$ cat config.mk
export PLATFORM = sky130hd
export DESIGN_NAME = shadowmask_loader
export DESIGN_NICKNAME = d
export VERILOG_FILES = /design/src/rtl/shadowmask_loader.sv
export SDC_FILE = /design/constraint.sdc
export NUM_CORES = 1
export LEC_CHECK = 0
export ABC_AREA = 1
export BUFFER_PORTS_ARGS = -buffer_cell sky130_fd_sc_hd__buf_4
export CORE_MARGIN = 5
export CORE_UTILIZATION = 25
export CTS_CLUSTER_DIAMETER = 200
export DETAILED_ROUTE_END_ITERATION = 6
export PLACE_DENSITY = 0.5
export REMOVE_ABC_BUFFERS = 1
export SETUP_SLACK_MARGIN = 0.02
export SLEW_MARGIN = 20
export SYNTH_ARGS = -nofsm -noshare
export SYNTH_HDL_FRONTEND = slang
export SYNTH_SLANG_ARGS = --single-unit
$ cat constraint.sdc
create_clock -name clk_sys -period 2.5 [get_ports clk_sys]
set_input_delay 0.125 -clock clk_sys [delete_from_list [all_inputs] [get_ports clk_sys]]
set_output_delay 0.125 -clock clk_sys [all_outputs]
set_load 0.02 [all_outputs]
$ cat src/rtl/shadowmask_loader.sv
// Command-side writer for the shadowmask post-processor: mirrors live OSD mask
// settings and streams a downloaded pattern file into the size registers and LUT.
module shadowmask_loader #(
    parameter int CMD_GAP = 0,
    parameter int TIMEOUT = 65535
) (
    input  logic        clk_sys,
    input  logic        reset,
    input  logic        mask_enable,
    input  logic        mask_2x,
    input  logic        mask_rotate,
    input  logic        load_start,
    input  logic        in_valid,
    input  logic [15:0] in_data,
    output logic        in_ready,
    output logic        cmd_wr,
    output logic [15:0] cmd_out,
    output logic        busy,
    output logic        done,
    output logic        error
);

    localparam int GW = (CMD_GAP > 0) ? $clog2(CMD_GAP + 1) : 1;
    localparam int TW = (TIMEOUT > 1) ? $clog2(TIMEOUT + 1) : 1;

    typedef enum logic [2:0] {
        S_IDLE,
        S_BLANK,
        S_HDR,
        S_SEND_V,
        S_SEND_H,
        S_LUT,
        S_RESTORE
    } state_t;

    state_t        state_q, state_d;
    logic [GW-1:0] gap_q, gap_d;
    logic [TW-1:0] tmo_q, tmo_d;
    logic [5:0]    addr_q, addr_d;
    logic [2:0]    vmax_q, vmax_d;
    logic [2:0]    hmax_q, hmax_d;
    logic          err_q, err_d;
    logic          pending_q, pending_d;
    logic [2:0]    prev_q;

    logic          cmd_wr_q, cmd_wr_d;
    logic [15:0]   cmd_out_q, cmd_out_d;
    logic          in_ready_q, in_ready_d;
    logic          busy_q, busy_d;
    logic          done_q, done_d;
    logic          error_q, error_d;

    logic [2:0]    live;
    logic          changed;
    logic          slot;
    logic          accept;
    logic          hdr_ok;
    logic          tmo_hit;
    logic [5:0]    last_addr;
    logic          unused_hdr_bits;

    assign live      = {mask_rotate, mask_2x, mask_enable};
    assign changed   = (live != prev_q);
    assign slot      = (gap_q == '0);
    assign accept    = in_valid && in_ready_q;
    assign hdr_ok    = (in_data[15:12] == 4'h1) && !in_data[7] && !in_data[3];
    assign tmo_hit   = (tmo_q == TW'(TIMEOUT - 1));
    assign last_addr = {vmax_q, 3'b111};

    // Header bits [11:8] carry nothing this block cares about.
    assign unused_hdr_bits = ^in_data[11:8];

    always_comb begin
        state_d   = state_q;
        cmd_wr_d  = 1'b0;
        cmd_out_d = 16'h0000;
        done_d    = 1'b0;
        error_d   = 1'b0;
        pending_d = pending_q | changed;
        tmo_d     = tmo_q;
        addr_d    = addr_q;
        vmax_d    = vmax_q;
        hmax_d    = hmax_q;
        err_d     = err_q;

        unique case (state_q)
            S_IDLE: begin
                if (load_start) begin
                    state_d = S_BLANK;
                    err_d   = 1'b0;
                    addr_d  = 6'd0;
                end else if (pending_q && slot) begin
                    cmd_wr_d  = 1'b1;
                    cmd_out_d = {13'd0, live};
                    pending_d = changed;
                end
            end
            S_BLANK: begin
                if (slot) begin
                    cmd_wr_d  = 1'b1;
                    cmd_out_d = {13'd0, live[2:1], 1'b0};
                    state_d   = S_HDR;
                    tmo_d     = '0;
                end
            end
            S_HDR: begin
                if (accept) begin
                    tmo_d = '0;
                    if (hdr_ok) begin
                        vmax_d  = in_data[6:4];
                        hmax_d  = in_data[2:0];
                        state_d = S_SEND_V;
                    end else begin
                        err_d   = 1'b1;
                        state_d = S_RESTORE;
                    end
                end else if (tmo_hit) begin
                    err_d   = 1'b1;
                    state_d = S_RESTORE;
                end else begin
                    tmo_d = tmo_q + TW'(1);
                end
            end
            S_SEND_V: begin
                if (slot) begin
                    cmd_wr_d  = 1'b1;
                    cmd_out_d = {3'b001, 10'd0, vmax_q};
                    state_d   = S_SEND_H;
                end
            end
            S_SEND_H: begin
                if (slot) begin
                    cmd_wr_d  = 1'b1;
                    cmd_out_d = {3'b010, 10'd0, hmax_q};
                    state_d   = S_LUT;
                end
            end
            S_LUT: begin
                // in_ready only rises with the gap elapsed, so an accepted word
                // can always issue its write on the next edge.
                if (accept) begin
                    cmd_wr_d  = 1'b1;
                    cmd_out_d = {3'b011, 3'b000, addr_q, 1'b0, in_data[2:0]};
                    tmo_d     = '0;
                    addr_d    = addr_q + 6'd1;
                    if (addr_q == last_addr) begin
                        state_d = S_RESTORE;
                    end
                end else if (tmo_hit) begin
                    err_d   = 1'b1;
                    state_d = S_RESTORE;
                end else begin
                    tmo_d = tmo_q + TW'(1);
                end
            end
            S_RESTORE: begin
                if (slot) begin
                    cmd_wr_d  = 1'b1;
                    cmd_out_d = {13'd0, live};
                    done_d    = !err_q;
                    error_d   = err_q;
                    err_d     = 1'b0;
                    pending_d = changed;
                    state_d   = S_IDLE;
                end
            end
            default: begin
                state_d = S_IDLE;
            end
        endcase
    end

    always_comb begin
        gap_d = gap_q;
        if (cmd_wr_d) begin
            gap_d = GW'(CMD_GAP);
        end else if (!slot) begin
            gap_d = gap_q - GW'(1);
        end
    end

    // Readiness requires the gap to have fully drained in the current cycle,
    // so in_ready stays low for every gap cycle after a command.
    always_comb begin
        in_ready_d = ((state_d == S_HDR) || (state_d == S_LUT)) && !cmd_wr_d && slot;
        busy_d     = (state_d != S_IDLE);
    end

    always_ff @(posedge clk_sys) begin
        if (reset) begin
            state_q    <= S_IDLE;
            gap_q      <= '0;
            tmo_q      <= '0;
            addr_q     <= 6'd0;
            vmax_q     <= 3'd0;
            hmax_q     <= 3'd0;
            err_q      <= 1'b0;
            pending_q  <= 1'b1;
            prev_q     <= live;
            cmd_wr_q   <= 1'b0;
            cmd_out_q  <= 16'h0000;
            in_ready_q <= 1'b0;
            busy_q     <= 1'b0;
            done_q     <= 1'b0;
            error_q    <= 1'b0;
        end else begin
            state_q    <= state_d;
            gap_q      <= gap_d;
            tmo_q      <= tmo_d;
            addr_q     <= addr_d;
            vmax_q     <= vmax_d;
            hmax_q     <= hmax_d;
            err_q      <= err_d;
            pending_q  <= pending_d;
            prev_q     <= live;
            cmd_wr_q   <= cmd_wr_d;
            cmd_out_q  <= cmd_out_d;
            in_ready_q <= in_ready_d;
            busy_q     <= busy_d;
            done_q     <= done_d;
            error_q    <= error_d;
        end
    end

    assign cmd_wr   = cmd_wr_q;
    assign cmd_out  = cmd_out_q;
    assign in_ready = in_ready_q;
    assign busy     = busy_q;
    assign done     = done_q;
    assign error    = error_q;

endmodule
# Yosys cells after proc, flatten, opt, wreduce, memory -nomap -nowiden
# Index checks and enable logic that the tools add are counted.
# totals
regBits,58
# op_classes
n_addsub,3
eq_ne,19
mux,42
n_bitwise,3
reduce_logical,24
# op_table
operator,count
$pmux W15 S6,1
$mux W16,3
$mux W3,14
$pmux W16 S2,1
$mux W15,2
$pmux W3 S7,1
$add A16 B1 Y16 const B,1
$eq A16 B16 Y1 const B,1
$mux W14,1
$mux W1,13
$eq A3 B3 Y1 const B,4
$mux W6,2
$pmux W6 S2,1
$ne A2 B2 Y1 const B,5
$eq A3 B2 Y1 const B,3
$reduce_and A3 Y1,3
$add A6 B1 Y6 const B,1
$eq A6 B6 Y1,1
$logic_and A1 B1 Y1,6
$ne A3 B3 Y1 const B,2
$reduce_or A3 Y1,2
$reduce_and A5 Y1,1
$eq A4 B1 Y1 const B,1
$logic_not A1 Y1,4
15 further kinds,17

# Depth between registers and ports, before layout
# Gate-level depths: netlist (run 1).
# logic_depth
word_depth,10
ltp_mapped,13
depth_no_buf,13

# Least setup slack after synthesis (run 1)
# No wires, ideal clock.
# synth_path
path_type,reg2reg
from,register tmo_q[0]
to,register tmo_q[14]
setup_ns,0.113
arrival_ns,1.377
t_required_ns,2.387
path_slack_ns,1.010
path_stages_with_launch,11
n_path_buf,0
period_less_slack_ns,1.490
cell_sequence,dfxtp_1 > ha_1 > inv_1 > nor2_1 > nand2_1 > nor2_1 > nand2_1 > nor2_1 > nand3_1 > nand2_1 > nor2_1
# synth_between
elab_chain_cells,4
elab_cells_between_ends,7
classes_between,add/sub: 1; eq/ne: 2; mux: 3; reduce/logical: 1
# synth_rtl
item,line,source
from (decl),38,"logic [TW-1:0] tmo_q, tmo_d;"
from (signal assigned),209,tmo_q <= tmo_d;
$add A16 B1 Y16,"121, 153",
$mux W16,"117, 149",
$mux W16,107,if (accept) begin
$pmux W16 S2,86,unique case (state_q)
# Parallel ways exist; a longest one is shown, timed or not. The select of a mux whose other input is x is not followed.
# A chain may end at the register's enable or synchronous reset.

# Worst setup path in the final report (run 1)
# Ends and elaborated chain as after synthesis.

==> results.yml, run 1 <==
power:
  ir_worst_vdd_v: 0.000226
  p_per_area_nw_per_um2: 540
  total_power_w: 0.00171
  power_leakage_nw: 1.36
routing:
  postRouteAntennaNets: 0
  viasPerCell: 4.30
  finalWirelength_mm: 6.23
  vias: 2450
  post_drt_wl_per_cell_um: 10.9
  initialDrtViolationCount: 83
  first_pass_iters: 4
  drc: 0
worst_setup_path:
  start_kind: "register"
  critPathMostFrequentCell: "nand2_1"
  crit_path_cell_trace: "ha_1, inv_1, nor2_1, nand2_1, nor2_1, nand2_1, nor2_1, nand2_1, nand2_1, nand2_1, nor2_1"
  cp_slowest_cell: "dfxtp_1"
  end_kind: "register"
  worstPathMaxFanout: 5
  r2r_slack_ns: 0.69
  critPathKind: "reg -> reg"
  crit_arrival_ns: 2.06
  critPathMaxStageDelay_ns: 0.42
  cp_data_required_time_ns: 2.75
finish:
  final_cell_mix: "nand2_1, inv_1, dfxtp_1, nor2_1, buf_4"
  area_growth_syn_to_layout_pct: 18.4
  instances_no_fill: 570
  nets: 459
  diodes: 0
  final_common_cell: "nand2_1"
  drive_above_1_share_pct: 14.3
clock_tree:
  cts_buffers: 5
  root_buffer: "clkbuf_8"
  cts.reportedPaths.clkPinSlew_ns: 0.10
  cts_buffer_depth: 2
  cts_tree: "yes"
  clock-sinks: 53
  clk_latency_ns: 0.31
  htreeDepth: 2
logic_synthesis:
  synthCells: 397
  ys_seq_elements: 53
  synthDistinctLibCells: 40
  async_flop_share_pct: 0
  avgSynthCellArea_um2: 6.74
  synth_top_flop_cell: "dfxtp_1"
  netlist_area_um2: 2680
  synth_warnings: 0
  yosysSeqAreaShare_pct: 39.6
  synth_edf_count: 0
sta:
  maxSlewViolCount: 0
  final-hold-violation-count: 0
  layout_min_cycle_time_ns: 1.81
  finalSetupTns_ns: 0
  max_freq_mhz: 552
  maxSlewHeadroom_pct: 61.9
  finClkSkew_ns: 0.00596
  tightest_slew_ns: 0.572
  holdWs_ns: 0.106
  setup_viol_count_final: 0
  rsz0062_at_grt: "no"
  period_share_pct: 72.4
floorplanning:
  die_y_um: 113
  dieWidth_um: 113
  rows: 37
  initial_utilization_pct: 25.8
  core_um2: 10400
  dieArea_um2: 12900
  ios: 44
placed_design:
  place.gp.congestion: 0.823
  dp_cells: 559
  dp_hpwl_mm: 4.75
  io_buffers: 34
global_routing:
  grt_pass1_vias: 2323
  grt_max_degree: 23
  grt_antenna_before_repair: 0
  overflow: 0
  grt_pass1_wl_mm: 10.4
  grt_usage_pct: 9.83
worst_hold_path:
  hold_path.class: "in -> reg"
run:
  drv_cap: 0
status:
  outcome: "completed"
[registers in the layout, indices dropped and copies added (netlist names), 3 cells and up]
name / flops
tmo_q: 16
hmax_q: 3
cmd_out: 11
prev_q: 3
addr_q: 6
state_q: 3
vmax_q: 3
[Yosys cell counts, drive strengths merged (2+ instances only)]
cell    count  area share [%]
a211oi      2            0.56
a21oi      31             6.4
buf        11             3.2
clkbuf      2            0.28
dfxtp      53              40
ha          3             1.4
inv        60             8.4
nand2     113              17
nand3      23             4.5
nand3b      2            0.56
nand4       4            0.93
nor2       46             6.8
nor3       16             3.2
nor4        2            0.47
o211ai      2            0.56
o21ai      14             2.6
o21bai      2            0.56
xnor2       2            0.65
[power breakdown]
part | internal (W) | switching, W
clock | 0.000301 | 0.000288
combinational | 0.0000807 | 0.000163
sequential | 0.000863 | 0.0000167
total | 0.00125 | 0.000467
[path summary, 6_finish.rpt]
| check | start | endpoint | cells after the start |
|---|---|---|---|
| max | tmo_q[0] | tmo_q[14] | 11 |
| min | in_data[4] | vmax_q[0] | 3 |
| max reg2reg | tmo_q[0] | tmo_q[14] | 11 |
| min reg2reg | err_q | done | 1 |
[final cells by class]
cell class                      instances  area (um2)
Tap cell                              136         170
Fill cell                            1172        7200
Timing Repair Buffer                   37         285
Clock buffer                            6        72.6
Sequential cell                        53        1060
Multi-Input combinational cell        276        1320
Clock inverter                          2        38.8
Inverter                               60         225
[through the flow]
step           utilization (%)  setup WS, ns  instance area (um2)
2_1_floorplan                -         0.928                 2600
3_3_place_gp              29.2         0.701                 3030
3_5_place_dp              29.2         0.690                 3030
4_1_cts                   30.6         0.661                 3170
5_1_grt                   30.6         0.358                 3170
6_report                  30.6         0.689                 3170
[layer usage]
| layer | vias up | wire, um | global-route usage, % |
|---|---|---|---|
| met5 | - | 0 | 0 |
| met4 | 0 | 89 | 2.88 |
| met3 | 9 | 352 | 2.49 |
| met2 | 44 | 2780 | 16.6 |
| met1 | 1084 | 3000 | 12.3 |
| li1 | 1313 | - | - |
[kinds of logic after synthesis]
| kind of cell | Yosys count | synth area share (%) |
|---|---|---|
| AOI/OAI and AO/OA | 56 | 12.0 |
| xor gates and xnor gates | 3 | 0.981 |
| other | 1 | 0.140 |
| DFF | 53 | 39.6 |
| adders and majority gates | 3 | 1.40 |
| buffers and inverters | 73 | 11.9 |
| and+or+nand+nor | 208 | 34.0 |
[critical path, delay by kind of cell, from the launching register on]
kind                       cells  cell delay [ns]
and+or+nand+nor                9             1.08
adders and majority gates      1             0.21
DFF                            1             0.42
buffers and inverters          1             0.05
[what timing repair did]
action / 4_1_cts / 5_1_grt
endpoints found under the hold margin: 3 / 0
resized for setup: 0 / 0
buffers inserted: 0 / 0
hold buffers: 3 / 0
setup endpoints to repair: 0 / 0
No activity file was read; power rests on OpenSTA's default activity.
==> run 2, diff against run 1 <==
==> constraint.sdc (replaced) <==
create_clock -name clk_sys -period 1.83 [get_ports clk_sys]
set_input_delay 0.0915 -clock clk_sys [delete_from_list [all_inputs] [get_ports clk_sys]]
set_output_delay 0.0915 -clock clk_sys [all_outputs]
set_load 0.02 [all_outputs]
==> results.yml, run 2 (synthesized netlist as in run 1, its figures left out) <==
clock_tree:
  clock-sinks: 53
  cts_buffers: 5
  cts_buffer_depth: 2
  cts.repair.resized: 0
  cts_tree: "yes"
  clk_latency_ns: 0.31
  htreeDepth: 2
  root_buffer: "clkbuf_8"
  cts.reportedPaths.clkPinSlew_ns: 0.10
worst_setup_path:
  crit_path_cell_trace: "inv_1, nand3_2, nand2_2, nand2_2, nand2_2, nand2_4, inv_2, nor3_1, nor2_1"
  critPathMostFrequentCell: "nand2_2"
  r2r_slack_ns: 0.18
  cp_slowest_cell: "dfxtp_1"
  critPathKind: "reg -> reg"
  worstPathMaxFanout: 14
  crit_arrival_ns: 1.85
  critPathMaxStageDelay_ns: 0.54
  end_kind: "register"
  cp_data_required_time_ns: 2.03
  start_kind: "register"
routing:
  postRouteAntennaNets: 0
  initialDrtViolationCount: 126
  vias: 2497
  post_drt_wl_per_cell_um: 11.0
  drc: 0
  finalWirelength_mm: 6.42
  viasPerCell: 4.28
  first_pass_iters: 5
power:
  total_power_w: 0.00221
  p_per_area_nw_per_um2: 681
  ir_worst_vdd_v: 0.000267
  power_leakage_nw: 1.42
placed_design:
  place_ws_ns: 0.191
  place.gp.congestion: 0.805
  io_buffers: 34
  dp_hpwl_mm: 4.98
floorplanning:
  ios: 44
  initial_utilization_pct: 25.8
  dieArea_um2: 12900
  die_y_um: 113
  core_um2: 10400
  rows: 37
  dieWidth_um: 113
sta:
  layout_min_cycle_time_ns: 1.65
  fin_ws_ns: 0.183
  setup_viol_count_final: 0
  final-hold-violation-count: 0
  maxSlewViolCount: 0
  rsz0062_at_grt: "no"
  period_share_pct: 90.0
  finClkSkew_ns: 0.00694
  finalSetupTns_ns: 0
  holdWs_ns: 0.0685
  max_freq_mhz: 607
status:
  outcome: "completed"
global_routing:
  grt_usage_pct: 10.0
  grt_pass1_vias: 2374
  grt_busiest_layer: "met2"
  met1_usage_pct: 12.9
  grt_max_degree: 23
  overflow: 0
  use_met2_pct: 17.0
  use_met3_pct: 2.23
  grt_antenna_before_repair: 0
  grt_pass1_wl_mm: 10.7
worst_hold_path:
  hold_path.class: "in -> reg"
finish:
  num-fill-cells: 1159
  largest-register: "tmo_q"
  diodes: 0
  final_common_cell: "nand2_1"
  nets: 473
  area_growth_syn_to_layout_pct: 21.4
  postLayoutCoreUtil_pct: 31.3
  regArea_um2: 1060
  drive_above_1_share_pct: 17.0
  multi_input_area_um2: 1320
  final_cell_mix: "nand2_1, inv_1, dfxtp_1, buf_4, nor2_1"
  largest_reg_flops: 16
run:
  drv_cap: 0
==> run 2: worst paths after layout <==
| path | startpoint | end | depth (start not counted) |
|---|---|---|---|
| worst max-delay path | state_q[0] | tmo_q[11] | 9 |
| worst min-delay path | in_data[6] | vmax_q[2] | 3 |
| worst max register to register | state_q[0] | tmo_q[11] | 9 |
| worst min register to register | err_q | done | 1 |
==> run 2: critical path: cells and delay by family (launching register included) <==
| kind | cells | cell delay (ns) |
|---|---|---|
| flops | 1 | 0.54 |
| buf+inv | 2 | 0.24 |
| simple gates | 7 | 0.74 |
==> run 2: cell type report <==
cell class,instances,area share [%]
clock buffers,6,2.23
clock inverters,2,0.423
inverters,60,6.93
multi-input cells,276,40.5
flip-flops and latches,53,32.6
well taps,136,5.23
repair buffers,51,12.0
==> run 2: through the flow <==
step | instance area (um2) | cells
final | 3250 | 584
after global routing | 3250 | 584
after CTS | 3250 | 584
after detailed placement | 3130 | 573
after global placement | 3130 | 573
after floorplan | 2600 | 389
==> run 2: repair_timing <==
action,4_1_cts,5_1_grt
setup buffers,0,0
hold buffers,3,0
hold endpoints to repair,3,0
setup endpoints to repair,0,0
==> run 2: layer usage <==
layer	part of all wire, %	up-vias	wire length (um)
met2	47	45	2990
met1	48	1107	3060
met4	0.86	0	55
met3	4.9	5	312
met5	0	-	0
li1	-	1340	-
==> run 2: report_power, final <==
group	internal, W	switching (W)
registers	0.00118	0.0000203
logic	0.000125	0.000229
clock network	0.000274	0.000386
total	0.00158	0.000635
